**src/rtl/pacman_sprite_render.sv**
```systemverilog
// pacman_sprite_render
//   Overlays a 16x16 Pac-Man sprite onto the background pixel stream of a
//   640x480 VGA timing stage. Position/direction updates are offered through
//   a valid/ready handshake into a shadow register and only become active on
//   frame_start, so the sprite never tears mid-frame. The mouth animates
//   CLOSED->HALF->OPEN->HALF2 once every 8 frames.
//
// Ports
//   clk, rst_n          clock, asynchronous active-low reset
//   x, y                current pixel column/row from the timing stage
//   frame_start         one-cycle pulse at start of vertical blank
//   bg_color            RGB332 background colour for (x,y)
//   pos_valid/pos_ready offer handshake for pos_x, pos_y, pos_dir
//   pos_dir             0 right, 1 left, 2 up, 3 down
//   color               RGB332 output pixel, 2 cycles after (x,y,bg_color)
module pacman_sprite_render #(
    parameter logic [7:0] SPR_COLOR = 8'b11111100,
    parameter logic [9:0] INIT_X    = 10'd312,
    parameter logic [8:0] INIT_Y    = 9'd232
) (
    input  logic       clk,
    input  logic       rst_n,
    input  logic [9:0] x,
    input  logic [9:0] y,
    input  logic       frame_start,
    input  logic [7:0] bg_color,
    input  logic       pos_valid,
    input  logic [9:0] pos_x,
    input  logic [8:0] pos_y,
    input  logic [1:0] pos_dir,
    output logic       pos_ready,
    output logic [7:0] color
);

    typedef enum logic [1:0] {
        CLOSED = 2'd0,
        HALF   = 2'd1,
        OPEN   = 2'd2,
        HALF2  = 2'd3
    } mouth_t;

    logic [9:0] act_x;
    logic [8:0] act_y;
    logic [1:0] act_dir;
    logic [9:0] sh_x;
    logic [8:0] sh_y;
    logic [1:0] sh_dir;
    logic [2:0] frame_cnt;
    mouth_t     mouth;

    // Shadow register, active position and mouth animation.
    // pos_ready low means the shadow holds an update waiting for frame_start.
    // An offer accepted on a frame_start cycle finds pos_ready high there, so
    // it is not copied until the following frame_start.
    always_ff @(posedge clk or negedge rst_n) begin
        if (!rst_n) begin
            act_x     <= INIT_X;
            act_y     <= INIT_Y;
            act_dir   <= 2'd0;
            sh_x      <= '0;
            sh_y      <= '0;
            sh_dir    <= '0;
            pos_ready <= 1'b1;
            frame_cnt <= '0;
            mouth     <= CLOSED;
        end else begin
            if (pos_valid && pos_ready) begin
                sh_x      <= pos_x;
                sh_y      <= pos_y;
                sh_dir    <= pos_dir;
                pos_ready <= 1'b0;
            end
            if (frame_start) begin
                if (!pos_ready) begin
                    act_x     <= sh_x;
                    act_y     <= sh_y;
                    act_dir   <= sh_dir;
                    pos_ready <= 1'b1;
                end
                frame_cnt <= frame_cnt + 3'd1;
                if (frame_cnt == 3'd7) begin
                    case (mouth)
                        CLOSED:  mouth <= HALF;
                        HALF:    mouth <= OPEN;
                        OPEN:    mouth <= HALF2;
                        default: mouth <= CLOSED;
                    endcase
                end
            end
        end
    end

    // Stage 1: offsets into the sprite box and rotation by direction.
    logic [10:0] dx;
    logic [10:0] dy;
    logic        in_box;
    logic        visible;
    logic [3:0]  u1;
    logic [3:0]  v1;

    always_comb begin
        dx      = {1'b0, x} - {1'b0, act_x};
        dy      = {1'b0, y} - {2'b00, act_y};
        // Upper bits all zero means 0..15; negative offsets have the sign bit set.
        in_box  = (dx[10:4] == '0) && (dy[10:4] == '0);
        visible = (x < 10'd640) && (y < 10'd480);
        u1      = dx[3:0];
        v1      = dy[3:0];
        case (act_dir)
            2'd1: begin
                u1 = 4'd15 - dx[3:0];
                v1 = dy[3:0];
            end
            2'd2: begin
                u1 = 4'd15 - dy[3:0];
                v1 = dx[3:0];
            end
            2'd3: begin
                u1 = dy[3:0];
                v1 = dx[3:0];
            end
            default: begin
                u1 = dx[3:0];
                v1 = dy[3:0];
            end
        endcase
    end

    logic [3:0] s1_u;
    logic [3:0] s1_v;
    logic       s1_in;
    logic       s1_vis;
    logic [7:0] s1_bg;
    mouth_t     s1_mouth;

    always_ff @(posedge clk or negedge rst_n) begin
        if (!rst_n) begin
            s1_u     <= '0;
            s1_v     <= '0;
            s1_in    <= 1'b0;
            s1_vis   <= 1'b0;
            s1_bg    <= '0;
            s1_mouth <= CLOSED;
        end else begin
            s1_u     <= u1;
            s1_v     <= v1;
            s1_in    <= in_box;
            s1_vis   <= visible;
            s1_bg    <= bg_color;
            s1_mouth <= mouth;
        end
    end

    // Stage 2: disc test, mouth wedge and colour select.
    // |2u-15| and |2v-15| are odd 1..15; squares summed stay below 512.
    logic [4:0] a_mag;
    logic [4:0] b_mag;
    logic [8:0] a9;
    logic [8:0] b9;
    logic [8:0] r2;
    logic       body;
    logic       mouth_hit;
    logic [7:0] color_next;

    always_comb begin
        a_mag = s1_u[3] ? ({s1_u, 1'b0} - 5'd15) : (5'd15 - {s1_u, 1'b0});
        b_mag = s1_v[3] ? ({s1_v, 1'b0} - 5'd15) : (5'd15 - {s1_v, 1'b0});
        a9    = {4'b0000, a_mag};
        b9    = {4'b0000, b_mag};
        r2    = a9 * a9 + b9 * b9;
        body  = (r2 <= 9'd225);
        mouth_hit = 1'b0;
        if (s1_u[3]) begin
            case (s1_mouth)
                HALF, HALF2: mouth_hit = ({b_mag, 1'b0} < {1'b0, a_mag});
                OPEN:        mouth_hit = (b_mag < a_mag);
                default:     mouth_hit = 1'b0;
            endcase
        end
        if (!s1_vis) begin
            color_next = 8'h00;
        end else if (s1_in && body && !mouth_hit) begin
            color_next = SPR_COLOR;
        end else begin
            color_next = s1_bg;
        end
    end

    always_ff @(posedge clk or negedge rst_n) begin
        if (!rst_n) begin
            color <= 8'h00;
        end else begin
            color <= color_next;
        end
    end

endmodule

```
**config.mk**
```make
export PLATFORM = sky130hd
export DESIGN_NAME = pacman_sprite_render
export DESIGN_NICKNAME = d
export VERILOG_FILES = /design/src/rtl/pacman_sprite_render.sv
export SDC_FILE = /design/constraint.sdc
export NUM_CORES = 1
export LEC_CHECK = 0
export BUFFER_PORTS_ARGS = -buffer_cell sky130_fd_sc_hd__buf_2
export CORE_MARGIN = 2
export CORE_UTILIZATION = 30
export DETAILED_ROUTE_END_ITERATION = 8
export PLACE_DENSITY = 0.44
export SLEW_MARGIN = 20
export SYNTH_ARGS = -nofsm -noshare
export SYNTH_HDL_FRONTEND = slang
export SYNTH_SLANG_ARGS = --single-unit
```
**constraint.sdc**
```tcl
create_clock -name clk -period 5.4 [get_ports clk]
set_input_delay 0.27 -clock clk [delete_from_list [all_inputs] [get_ports clk]]
set_output_delay 0.27 -clock clk [all_outputs]
set_load 0.05 [all_outputs]
```
# After elaboration in Yosys (flattened, before gate mapping)
# Cells that the tools add are included.
[word_totals] ff_bits=76 in_bits=53
[classes] n_addsub=10 mul=2 magnitude_cmp=5 eq_ne=9 n_mux=12 n_bitwise=1 n_reduce_logical=13
[op_table] operator="$mul A5 B5 Y9" n=2
[op_table] operator="$mux W8" n=2
[op_table] operator="$logic_not A7 Y1" n=2
[op_table] operator="$pmux W4 S3" n=1
[op_table] operator="$sub A10 B10 Y11" n=1
[op_table] operator="$sub A10 B9 Y11" n=1
[op_table] operator="$eq A2 B2 Y1 const B" n=5
[op_table] operator="$lt A10 B10 Y1 const B" n=1
[op_table] operator="$lt A10 B9 Y1 const B" n=1
[op_table] operator="$mux W5" n=2
[op_table] operator="$sub A4 B5 Y5 const A" n=2
[op_table] operator="$sub A5 B4 Y5 const B" n=2
[op_table] operator="$add A9 B9 Y9" n=1
[op_table] operator="$le A9 B8 Y1 const B" n=1
[op_table] operator="$sub A4 B4 Y4 const A" n=2
[op_table] operator="$eq A2 B1 Y1 const B" n=3
[op_table] operator="$lt A6 B5 Y1" n=1
[op_table] operator="$pmux W2 S3" n=1
[op_table] operator="$logic_and A1 B1 Y1" n=5
[op_table] operator="$lt A5 B5 Y1" n=1
[op_table] operator="$mux W1" n=4
[op_table] operator="$mux W4" n=1
[op_table] operator="$reduce_and A2 Y1" n=2
[op_table] operator="$reduce_or A2 Y1" n=2
[op_table] operator="other kinds (6)" n=6

# Longest topological paths before layout
# Gate-level depths: netlist of the first run.
[logic_depth] word_depth=9 depth_mapped=20 mapped_depth_nobuf=19

# Worst setup path after synthesis of the first run
# No wires, ideal clock.
[synth_path] kind="register to register" from="register s1_u[3]" to="register color[2]" setup_time_ps=119 arrival_time_ps=4611 required_ps=5281 path_slack_ps=670 path_stages_with_launch=21 n_path_buf=2 period_less_slack_ps=4730 cell_sequence="dfrtp_1 buf_2 xor2_1 inv_1 ha_1 or2_2 fa_1 inv_1 fa_1 inv_1 fa_1 ha_1 ha_1 a21o_1 a21oi_1 o31ai_1 a21oi_1 xnor2_1 and2_1 buf_2 o21a_1"
[synth_via] elab_chain_len=9 word_cells_on_any_way=15
[synth_lines] element="start, declared" line="129" rtl="logic [3:0] s1_u;"
[synth_lines] element="start signal, assigned" line="145" rtl="s1_u <= u1;"
[synth_lines] element="$sub A4 B5 Y5 or $sub A5 B4 Y5 (tied branches)" line="166" rtl="a_mag = s1_u[3] ? ({s1_u, 1'b0} - 5'd15) : (5'd15 - {s1_u, 1'b0});"
[synth_lines] element="$mux W5" line="166"
[synth_lines] element="$mul A5 B5 Y9 (tied with other cells)" line="170" rtl="r2 = a9 * a9 + b9 * b9;"
[synth_lines] element="$add A9 B9 Y9 or $pmux W1 S2 (tied branches)" line="170, 174"
[synth_lines] element="$le A9 B8 Y1 or $mux W1 (tied branches)" line="171, 173"
[synth_lines] element="$logic_and A1 B1 Y1 or $logic_not A1 Y1 (tied branches)" line="182" rtl="end else if (s1_in && body && !mouth_hit) begin"
[synth_lines] element="$logic_and A1 B1 Y1 (*)" line="182"
[synth_lines] element="$mux W8 (*)" line="182"
[synth_lines] element="$mux W8 (*)" line="180" rtl="if (!s1_vis) begin"
[synth_lines] element="named net color_next[2]" line="163" rtl="logic [7:0] color_next;"
[synth_lines] element="end signal, assigned" line="193" rtl="color <= color_next;"
[synth_lines] element="end, declared" line="32" rtl="output logic [7:0] color"
# The timed path passes the listed nets; every way through them passes the cells marked *.
# A chain may end at the register's enable or synchronous reset.

# Final worst setup path of the first run
[layout_path] from="register s1_u[3]" to="register color[5]"
# The elaborated chain is that of the path after synthesis.

==> impl_results.md, run 1 <==
* Crit-path max FO at 8
* DRC Markers at 0
* WL per Instance at 13.4 um
* Nets at 601
* First-pass GRT wire length at 15.6 mm
* Via count at 3,079
* Post-synth EDFFs at 0
* CTS tree: yes
* Slew margin rel. at 0.367
* Htree depth at 3
* Post-CTS Setup Inserts at 0
* Vias in the first global route at 3,219
* Min-Delay Path Class: input port to flop
* WP data required at 5670 ps
* Endpoints failing hold at 0
* # rows at 44
* Clock Skew at 8.53 ps
* Setup crit end: color[5]
* Number of routed nets with antenna violations at 0
* Routed WL at 9.09 mm
* Final HPWL DP at 7.16 mm
* Main synth FF type: dfrtp_1
* Synth Instances at 427
* Yosys warns at 0
* Crit path depth at 18
* Share of the synthesized area in the top cell type at 0.371
* Period utilization at 0.937
* Die area at 16,100 um2
* Worst R2R Path Depth at 18
* Largest net degree at the start of global routing at 77
* Die Span Y at 127 um
* Core ar. at 14,600 um2
* Critical R2R Capture: color[5]
* # placed instances at 663
* Post-synthesis sequential element count at 76
* CP Cell Sequence: xor2_1 > inv_1 > ha_1 > or2_2 > fa_1 > inv_1 > fa_1 > inv_1 > fa_1 > ha_1 > ha_1 > a21o_1 > a21oi_1 > o31ai_1 > a21oi_1 > xnor2_1 > and2_1 > o21a_1
* Clk_lat worst skew at 330 ps
* Fmax at 198 MHz
* Core Util, Final at 0.366
* MaxCap Viol Count at 0
* Drt first-iter violations at 113
* RSZ-0062 raised after global routing: false
* CP startpoint kind: flop
* Placed Area at 5030 um2
* Top cells by area, synth: dfrtp_1 37%, ha_1 14%, mux2_2 7.7%, dfstp_2 5.2%, fa_1 4.0%
* CTS sink cnt at 76
* Layout cells sized above 1 at 0.257
* Grt ovf at 0
* Fill count at 1,468
* Most common cell after layout, fill and taps aside: dfrtp_1
* Pre-antenna DRT Iters at 4
* Vias/cell at 4.53
* FFs w/ async S/R, synth at 1.00
* Post-synth net total at 538
* Min Tclk post-route at 5060 ps
* Delay-heaviest family, CP: adder cells
* Post-Layout Inst Area at 5360 um2
* Synthesized cell area at 4520 um2
* Final setup violating endpoints at 0
* Critical R2R Launch: s1_u[3]
* Area Overhead vs Synth at 18.7%
* Sequential area share after synthesis at 0.424
* Met3 WL at 313 um
* M1 WL at 4.23 mm
* CP startpoint: s1_u[3]
* Post-CTS sizing at 0
* Synth unique cells at 46
* Final GP Congestion at 0.793
* Avg Synthesized Cell Area at 10.6 um2
* Area leader, netlist: dfrtp_1
* I/O Buffers at 61
* Worst Tran Pin Value at 949 ps
* Die Wd at 127 um
* Kind of critical path: flop to flop
* Post-Layout Cell Count at 679
* Ports at 62
* Clock Path Buffers at 2
* N_diodes at 0
* CP peak stage delay at 580 ps
* Critical path buffer and inverter count at 3
* Initial Util at 0.308
* Max layer used: met4
* Met2 routed WL at 4.46 mm
* CP arrival at 5330 ps
* Status: completed
* Fin. max-slew vios at 0
* Worst-path clk slew at 60 ps
* Reg2Reg Setup Slack at 340 ps
* Slowest-stage cell, CP: xor2_1
* Initial antenna violation count at 0
* Setup tns final at 0 ps
* Total CTS buffers at 9
* Total track usage at 0.122
* Most frequent cells in the layout: 67 x dfrtp_1, 60 x buf_2, 49 x ha_1
* CTS root buf: clkbuf_16
* Crit end category: flop
* # hold bufs at CTS at 0
[worst min-delay path by stage]
stage	from	end	depth (start not counted)
4_1_cts	bg_color[5]	s1_bg[5]	1
3_3_place_gp	mouth[0]	s1_mouth[0]	0
5_1_grt	bg_color[5]	s1_bg[5]	1
2_1_floorplan	rst_n	act_dir[0]	0
6_report	bg_color[5]	s1_bg[5]	1
3_5_place_dp	mouth[0]	s1_mouth[0]	0
[worst reg2reg max path: cells and delay by family (launching register included)]
kind	cells	cell delay [ps]
flip-flops	1	480
AO/OA/AOI/OAI	5	750
AND/OR/NAND/NOR	2	580
buffers and inverters	3	260
adder cells (fa/ha/maj)	6	2210
XOR/XNOR	2	730
[through the flow]
stage	hold WS [ps]	setup slack, ps
floorplan	-25.6	670
finish	45.8	342
CTS	34.6	313
detailed placement	378	354
global placement	368	529
global route	29.5	29.6
[registers in the layout, indices dropped and copies added (netlist names)]
register / cells
sh_dir: 2
color: 8
s1_in: 1
frame_cnt: 3
act_y: 9
s1_bg: 8
pos_ready: 1
sh_x: 10
sh_y: 9
s1_u: 4
s1_mouth: 2
act_dir: 2
mouth: 2
s1_v: 4
s1_vis: 1
act_x: 10
[layer usage]
| layer | track usage | up-vias |
|---|---|---|
| met2 | 0.204 | 47 |
| li1 | - | 1574 |
| met5 | 0 | - |
| met3 | 0.0228 | 5 |
| met1 | 0.162 | 1453 |
| met4 | 0.0349 | 0 |
[kinds of logic (layout without fill, tap and decap cells)]
kind of cell / count (synthesis) / count (layout) / synth area share
buf+inv: 61 / 129 / 0.0512
simple gates: 84 / 84 / 0.0917
mux: 37 / 37 / 0.0906
xor+xnor: 28 / 28 / 0.0560
compound gates: 83 / 83 / 0.111
fa+ha+maj: 58 / 58 / 0.176
flops: 76 / 76 / 0.424
[cells in the mapped netlist (5+ instances only)]
library cell,n
a31oi_1,5
mux2i_1,6
dfrtp_1,67
dfstp_2,9
inv_1,48
nand3_1,6
nand2b_1,6
clkbuf_1,7
mux2_2,31
xnor2_1,12
o21ai_0,28
xor2_1,15
o21a_1,8
ha_1,49
fa_1,9
nand2_1,31
a21oi_1,20
nor2_1,20
[area by class of cell]
| cell class | instances | area, um2 | share of cell area |
|---|---|---|---|
| inverter | 50 | 188 | 0.0350 |
| tap | 184 | 230 | 0.0429 |
| multi-input combinational | 290 | 2370 | 0.443 |
| clock buffer | 10 | 239 | 0.0446 |
| clock inverter | 6 | 95.1 | 0.0177 |
| sequential | 76 | 1910 | 0.357 |
| timing repair buffer | 63 | 323 | 0.0602 |
Power of run 1 is left out: the tool's default activity adds up to more than one toggle a clock period on the data nets, which glitch-free logic cannot reach.
==> run 2, diff against run 1 <==
Settings changed: CELL_PAD_IN_SITES_DETAIL_PLACEMENT set to 0, CELL_PAD_IN_SITES_GLOBAL_PLACEMENT set to 2, PLACE_DENSITY 0.44 to 0.63.
==> run 2 against run 1 <==
  * Register-to-register slack is essentially flat
  * Maximum frequency grew 0.23%
  * Flip-flop and latch count is the same
  * Cell area shrank 0.54%
  * Clock-buffer cell count shrank 1
  * Via count grew 0.58%
  * Worst setup slack gained 11 ps
  * Critical path type unchanged
  * Largest cell class unchanged
==> impl_results.md, run 2 (synthesized netlist as in run 1, its figures left out) <==
* CTS tree: yes
* CTS sink cnt at 76
* Ports at 62
* Via count at 3,097
* Final GP Congestion at 0.775
* Final HPWL DP at 7.37 mm
* Drt first-iter violations at 99
* Largest registers: act_x (10), sh_x (10)
* Area Overhead vs Synth at 18.1%
* Clock Path Buffers at 2
* Largest net degree at the start of global routing at 77
* Total CTS buffers at 9
* N_diodes at 0
* Number of routed nets with antenna violations at 0
* Worst-path clk slew at 60 ps
* CP arrival at 5320 ps
* Min Tclk post-route at 5050 ps
* Most frequent cells in the layout: 67 x dfrtp_1, 60 x buf_2, 49 x ha_1
* Kind of critical path: flop to flop
* Worst Tran Pin Value at 941 ps
* # rows at 44
* Most common cell after layout, fill and taps aside: dfrtp_1
* Endpoints failing hold at 0
* Die Wd at 127 um
* Pre-antenna DRT Iters at 4
* Die area at 16,100 um2
* Status: completed
* Post-CTS Setup Inserts at 0
* Crit end category: flop
* WL per Instance at 13.8 um
* Final hold slack at 42.9 ps
* Htree depth at 3
* CP startpoint kind: flop
* RSZ-0062 raised after global routing: false
* Vias in the first global route at 3,187
* Min-Delay Path Class: input port to flop
* Core ar. at 14,600 um2
* Clock Skew at 4.79 ps
* Nets at 601
* First-pass GRT wire length at 15.9 mm
* Initial Util at 0.308
* Layout cells sized above 1 at 0.257
* DRC Markers at 0
* Post-CTS sizing at 0
* CTS root buf: clkbuf_16
* I/O Buffers at 61
* Grt ovf at 0
* Crit-path max FO at 8
* Total track usage at 0.125
* Routed WL at 9.37 mm
* Slew margin rel. at 0.373
* Period utilization at 0.935
* Final setup violating endpoints at 0
* Die Span Y at 127 um
* MaxCap Viol Count at 0
* Clk_lat worst skew at 330 ps
* Fmax at 198 MHz
* # hold bufs at CTS at 0
* WP data required at 5670 ps
* Vias/cell at 4.56
* Setup tns final at 0 ps
* Fin. max-slew vios at 0
* Initial antenna violation count at 0
run 2: cell count changes in the layout (fill, tap and decap cells not counted):
cell,delta
bufinv_16,-1
clkinvlp_4,+1
clkinv_2,+1
clkinv_4,-3
inv_8,+1
inv_6,+2
clkbuf_8,-1
run 2: layout make-up:
| cell class | instances | area, um2 |
|---|---|---|
| fillers | 1504 | 9310 |
| clock inverters | 7 | 80.1 |
| well taps | 184 | 230 |
| clock buffers | 9 | 225 |
| repair buffers | 63 | 323 |
| multi-input cells | 290 | 2370 |
| flip-flops and latches | 76 | 1910 |
| inverters | 50 | 188 |
run 2: final timing paths:
check / to / slack (ps) / cells past startpoint / from
min: s1_bg[4] / 40 / 1 / bg_color[4]
min in group asynchronous: sh_x[9] / 60 / 1 / rst_n
max in group asynchronous: s1_mouth[0] / 4700 / 1 / rst_n
min reg2reg: s1_mouth[0] / 390 / 0 / mouth[0]
max reg2reg: color[6] / 350 / 18 / s1_u[3]
max: color[6] / 350 / 18 / s1_u[3]
run 2: per-stage QoR:
step	setup slack (ps)	util	std cells	area [um2]
6_report	354	0.364	679	5330
3_5_place_dp	363	0.343	663	5030
3_3_place_gp	497	0.343	663	5030
5_1_grt	30.9	0.364	679	5330
2_1_floorplan	670	-	427	4520
4_1_cts	354	0.364	679	5330
run 2: worst max-delay path: stages (launching register included):
cell     delay (ps)
dfrtp_1         480
xor2_1          560
inv_1           170
ha_1            230
or2_2           300
fa_1            480
inv_1            50
fa_1            470
inv_1            50
fa_1            410
ha_1            290
ha_1            340
a21o_1          190
a21oi_1         130
o31ai_1          90
a21oi_1         170
xnor2_1         140
and2_1          290
o21a_1          150
run 2: routing by layer:
metal | wire [um] | GRT usage | vias up
met5 | 0 | 0 | -
met4 | 159 | 0.0478 | 0
met3 | 301 | 0.0224 | 14
met2 | 4290 | 0.196 | 50
met1 | 4620 | 0.174 | 1449
li1 | - | - | 1584
Power of run 2 is left out for the same reason.
